--- src/rtl/mem_port_arbiter.sv ---
// ---------------------------------------------------------------------------
// mem_port_arbiter
//
// Shares one single-port memory between the fetch stage (IF) and the memory
// stage (MEM) of a pipeline. Only one access is in flight at a time, and MEM
// always wins when both stages ask for the port in the same cycle.
//
// Ports
//   clk, reset                   clock, asynchronous active-high reset
//   if_req, if_addr, if_flush    fetch request; a flush cancels the fetch
//   mem_req, mem_we,
//   mem_addr, mem_wdata          load/store request from the MEM stage
//   if_valid, if_rdata           fetch completion pulse and instruction
//   mem_valid, mem_rdata         data completion pulse, load data (0 on store)
//   stall_if, stall_mem          pipeline hold requests (combinational)
//   m_req, m_we, m_addr,
//   m_wdata                      request to the memory, fields stable while
//                                m_req is high
//   m_ready, m_rdata             one-cycle memory completion and read data
// ---------------------------------------------------------------------------
module mem_port_arbiter #(
    parameter int XLEN = 32
) (
    input  logic            clk,
    input  logic            reset,

    input  logic            if_req,
    input  logic [XLEN-1:0] if_addr,
    input  logic            if_flush,

    input  logic            mem_req,
    input  logic            mem_we,
    input  logic [XLEN-1:0] mem_addr,
    input  logic [XLEN-1:0] mem_wdata,

    output logic            if_valid,
    output logic [XLEN-1:0] if_rdata,
    output logic            mem_valid,
    output logic [XLEN-1:0] mem_rdata,

    output logic            stall_if,
    output logic            stall_mem,

    output logic            m_req,
    output logic            m_we,
    output logic [XLEN-1:0] m_addr,
    output logic [XLEN-1:0] m_wdata,
    input  logic            m_ready,
    input  logic [XLEN-1:0] m_rdata
);

    // state    | meaning
    // ---------+---------------------------------------------------------
    // IDLE     | port free; grant MEM first, else an unflushed fetch
    // BUSY_IF  | fetch in flight, m_req high, waiting for m_ready
    // BUSY_MEM | load/store in flight, m_req high, waiting for m_ready
    // DONE     | one valid pulse for the served requester; never grants
    localparam logic [1:0] IDLE     = 2'd0;
    localparam logic [1:0] BUSY_IF  = 2'd1;
    localparam logic [1:0] BUSY_MEM = 2'd2;
    localparam logic [1:0] DONE     = 2'd3;

    logic [1:0] state;
    logic [1:0] state_nxt;
    logic       served_mem;
    logic       drop;

    logic       grant_mem;
    logic       grant_if;
    logic       fetch_cancel;

    assign grant_mem = (state == IDLE) && mem_req;
    assign grant_if  = (state == IDLE) && !mem_req && if_req && !if_flush;

    // A flush arriving in the same cycle as m_ready must also cancel the
    // fetch, so the live flush input is folded in with the stored flag.
    assign fetch_cancel = drop || if_flush;

    always_comb begin
        state_nxt = state;
        case (state)
            IDLE: begin
                if (grant_mem) begin
                    state_nxt = BUSY_MEM;
                end else if (grant_if) begin
                    state_nxt = BUSY_IF;
                end
            end
            BUSY_IF, BUSY_MEM: begin
                if (m_ready) begin
                    state_nxt = DONE;
                end
            end
            DONE: begin
                state_nxt = IDLE;
            end
            default: begin
                state_nxt = IDLE;
            end
        endcase
    end

    always_ff @(posedge clk or posedge reset) begin
        if (reset) begin
            state <= IDLE;
        end else begin
            state <= state_nxt;
        end
    end

    // Request fields are captured only at the grant edge and then held for
    // the whole access, independent of what the requesters do meanwhile.
    always_ff @(posedge clk or posedge reset) begin
        if (reset) begin
            m_we       <= 1'b0;
            m_addr     <= '0;
            m_wdata    <= '0;
            served_mem <= 1'b0;
        end else if (grant_mem) begin
            m_we       <= mem_we;
            m_addr     <= mem_addr;
            m_wdata    <= mem_wdata;
            served_mem <= 1'b1;
        end else if (grant_if) begin
            m_we       <= 1'b0;
            m_addr     <= if_addr;
            m_wdata    <= '0;
            served_mem <= 1'b0;
        end
    end

    // Drop flag: remembers that the fetch in flight was redirected away.
    always_ff @(posedge clk or posedge reset) begin
        if (reset) begin
            drop <= 1'b0;
        end else if (state == BUSY_IF && if_flush) begin
            drop <= 1'b1;
        end else if (state == DONE) begin
            drop <= 1'b0;
        end
    end

    always_ff @(posedge clk or posedge reset) begin
        if (reset) begin
            if_rdata  <= '0;
            mem_rdata <= '0;
        end else if (m_ready) begin
            if (state == BUSY_MEM) begin
                mem_rdata <= m_we ? '0 : m_rdata;
            end else if (state == BUSY_IF && !fetch_cancel) begin
                if_rdata <= m_rdata;
            end
        end
    end

    assign m_req     = (state == BUSY_IF) || (state == BUSY_MEM);
    assign mem_valid = (state == DONE) && served_mem;
    assign if_valid  = (state == DONE) && !served_mem && !drop;

    assign stall_mem = mem_req && !mem_valid;
    assign stall_if  = (if_req && !if_valid) || stall_mem;

endmodule
--- config.mk ---
export PLATFORM = sky130hd
export DESIGN_NAME = mem_port_arbiter
export DESIGN_NICKNAME = d
export VERILOG_FILES = /design/src/rtl/mem_port_arbiter.sv
export SDC_FILE = /design/constraint.sdc
export NUM_CORES = 1
export LEC_CHECK = 0
export BUFFER_PORTS_ARGS = -buffer_cell sky130_fd_sc_hd__buf_2
export CAP_MARGIN = 10
export CORE_ASPECT_RATIO = 1.1
export CORE_UTILIZATION = 50
export CTS_CLUSTER_SIZE = 8
export DETAILED_ROUTE_END_ITERATION = 6
export PLACE_DENSITY = 0.86
export SLEW_MARGIN = 10
export SYNTH_ARGS = -nofsm -noshare
export SYNTH_HDL_FRONTEND = slang
export SYNTH_SLANG_ARGS = --single-unit
--- constraint.sdc ---
create_clock -name clk -period 8.05 [get_ports clk]
set_clock_uncertainty 0.2 [all_clocks]
set_input_delay 0.4025 -clock clk [delete_from_list [all_inputs] [get_ports clk]]
set_output_delay 0.4025 -clock clk [all_outputs]
set_load 0.005 [all_outputs]
==> flow_summary.rst <==
.. list-table::
   :header-rows: 1

   * - Metric
     - Value
   * - Non-filler cells in the finished layout
     - 844
   * - Portion of synthesized cell area occupied by the leading cell type
     - 0.5865
   * - CTS tree
     - done
   * - Mean routed wirelength per cell
     - 16.65 um
   * - HP Class
     - primary input to flop
   * - Yosys synthesis warning count
     - 0
   * - Number of cells traversed by the worst hold path
     - 2
   * - Die extent in y
     - 113.7 um
   * - Count of instances resized after the clock tree is built
     - 0
   * - Number of detailed-route iterations in the first pass
     - 4
   * - Category of the critical setup timing path
     - flop to flop
   * - Starting utilization of the core area
     - 0.5177
   * - Post-route cell area
     - 7732 um^2
   * - CP max stage cell
     - and2_4
   * - Gr busiest metal
     - met2
   * - Status
     - completed
   * - Average cell area after synthesis
     - 13.57 um^2
   * - Portion of the clock cycle consumed by the worst path in the final layout
     - 0.3299
   * - Fill cells
     - 790
   * - Sinks on Clock Net
     - 133
   * - Number of different library cells in the post-synthesis netlist
     - 24
   * - Worst slew pin tran
     - 1.059 ns
   * - Most common cell on crit path
     - mux2_2
   * - Sequential share of the synthesized area
     - 0.5865
   * - Horizontal die dimension
     - 103.6 um
   * - Cell row count
     - 40
   * - Core area
     - 10960 um^2
   * - Clk slew on worst S/H paths
     - 0.06 ns
   * - Met1 capacity usage during global routing
     - 0.2854
   * - Global-route wire length before repair
     - 22.76 mm
   * - Netlist area before placement
     - 5674 um^2
   * - Worst slew margin relative to its limit
     - 0.2938
   * - Final core area utilization
     - 0.7055
   * - Pre-CTS setup slack
     - 5.410 ns
   * - Number of antenna-violating nets in the routed design
     - 0
   * - Logic depth of the worst register-to-register path
     - 5
   * - Met3 Usage GRT
     - 0.06114
   * - Worst Hold Endpoint
     - m_wdata[6]
   * - H-tree levels
     - 4
   * - Number of I/O port buffers
     - 268
   * - Final TNS setup
     - 0 ns
   * - Detailed-route DRC error count
     - 0
   * - Worst r2r src
     - state[1]
   * - Hold Buf Count CTS
     - 1
   * - # placed instances
     - 809
   * - Hold wc startpoint
     - mem_wdata[6]
   * - Critical path fanouts, max
     - 68
   * - Synth top area cells
     - dfrtp_1 (59%), mux2_2 (13%), mux2_4 (7.9%)
   * - Total half-perimeter wirelength after legalization and detailed placement
     - 9.934 mm
   * - Final-report hold violation count
     - 0
   * - Peak supply drop
     - 168.2 uV
   * - Cell Chain, Critical Path
     - inv_1 -> ha_1 -> and2_4 -> mux2_2 -> mux2_2
   * - Number of buffers between clock root and the deepest sink
     - 2
   * - Synthesis-to-finish area growth
     - 36.27%
   * - RSZ-0062 raised after global routing
     - false
   * - Synthesis-stage register bit count
     - 133
   * - Startpoint class of the critical path
     - flop
   * - Final wirelength
     - 14.05 mm
   * - Kind of end point of the critical path
     - flop
   * - Antenna violations before repair
     - 2
   * - Largest delay share family, worst path
     - simple AND/OR/NAND/NOR gates
   * - Fraction of layout cells with a size suffix above 1
     - 0.5770
   * - Post-synth top flop
     - dfrtp_1
   * - Final critical-path setup slack
     - 5.394 ns
   * - Max Cap Viol
     - 0
   * - Cell type with the largest total area after synthesis
     - dfrtp_1
   * - Vias in the first global route
     - 4603
   * - Cell area after placement
     - 7082 um^2
   * - Pin count of the biggest net entering global routing
     - 85
   * - # setup viols final
     - 0
   * - Post-CTS setup buffer count
     - 0
   * - I/O pin total
     - 269
   * - Leading post-synthesis cells by instance count
     - dfrtp_1 (133), mux2_2 (65), nand2_1 (36), a22o_1 (33), o21ai_0 (33)
   * - Met2 layer usage reported by global route
     - 0.4362
   * - Number of buffers inserted during clock tree synthesis
     - 17
   * - CTS Root Cell
     - clkbuf_16
   * - Leakage Power
     - 4.075 nW
   * - Internal reg-to-reg setup slack
     - 5.39 ns
   * - Final net count
     - 822
   * - Grt ovf
     - 0
   * - Drt via density
     - 5.105
   * - Total routing usage reported by global routing
     - 0.2481
   * - Total Die Area
     - 11780 um^2
   * - Fraction of registers with async set/reset
     - 1.000
   * - Number of instances in the synthesized netlist
     - 418
   * - Worst stage delay on the critical path
     - 0.80 ns
   * - Clock latency of the later-clocked register in the worst-skew pair
     - 0.40 ns
   * - Count of flip-flops with a built-in enable after synthesis
     - 0
   * - WP data required
     - 8.15 ns
   * - Most instantiated library cell after synthesis
     - dfrtp_1
   * - Fmax
     - 376.6 MHz
   * - Routability cong.
     - 0.8050
   * - Worst flop-to-flop path endpoint
     - m_addr[30]
   * - Iteration-0 DRC count of the detailed router
     - 206
   * - Worst path arrival time
     - 2.76 ns
   * - Net count of the mapped netlist
     - 558
   * - Max-slew violation count
     - 0
   * - Buffers & Inverters on Critical Path
     - 1
   * - Power density of the placed cells
     - 390.4 nW/um^2
   * - Final critical-path required period
     - 2.656 ns
   * - Vias after detailed routing
     - 4309
registers in the layout, indices dropped and copies added, names as in the netlist:
signal      cells
state           2
mem_rdata      32
m_wdata        32
drop            1
m_addr         32
if_rdata       32
served_mem      1
m_we            1
how the worst max path moves through the flow:
stage                        start    endpoint  slack, ns  depth (start not counted)
after floorplan              reset        drop       3.89                          1
after global placement    state[0]  m_addr[30]       5.50                          5
after detailed placement  state[0]  m_addr[30]       5.41                          5
after CTS                 state[1]  m_addr[30]       5.40                          5
after global routing      state[1]  m_addr[30]       5.27                          5
final                     state[1]  m_addr[30]       5.39                          5
metal layers:
layer  up-vias  routed length (um)
met5         -                   0
met4         0                 343
met3        31                 817
met2       193                7252
met1      2096                5640
li1       1989                   -
placed cells by master, fill, tap and decap left out, drive strengths merged, types with 2 or more instances in the layout:
master    instances
buf             271
o21ai            34
mux2             95
clkbuf           19
diode             2
nand2            36
clkinvlp          2
nand2b           32
clkinv            2
a22o             33
and2              2
ha                5
bufinv            4
inv              13
dfrtp           133
nor2b             2
mux2i             4
stage by stage:
stage / power, W / hold slack (ns)
2_1_floorplan: 0.001730 / 0.2651
3_3_place_gp: 0.002138 / 0.2517
3_5_place_dp: 0.002200 / 0.2510
4_1_cts: 0.003043 / 0.001901
5_1_grt: 0.003196 / 0.00002920
6_report: 0.003018 / 0.01211
cell families (layout without fill, tap and decap cells):
kind of cell,Yosys count,count (layout),share of synthesized area
muxes,99,99,0.2154
DFF,133,133,0.5865
buffers and inverters,35,312,0.03374
and+or+nand+nor,75,75,0.06703
adders and majority gates,5,5,0.01103
AOI/OAI and AO/OA,71,71,0.08622
other,0,2,0
report_power, final:
part | switching, W | internal [W]
clock network | 0.000297 | 0.000532
logic | 0.000446 | 0.000576
registers | 0.000187 | 0.000981
cell type report:
cell class / count / area [um^2] / share of cell area
multi-input cells: 250 / 2171 / 0.2807
well taps: 147 / 183.9 / 0.02379
clock inverters: 13 / 192.7 / 0.02492
diodes: 2 / 5.005 / 0.0006472
repair buffers: 272 / 1374 / 0.1777
flip-flops and latches: 133 / 3328 / 0.4304
inverters: 8 / 35.03 / 0.004531
clock buffers: 19 / 442.9 / 0.05728
(Power assumes the default switching activity.)
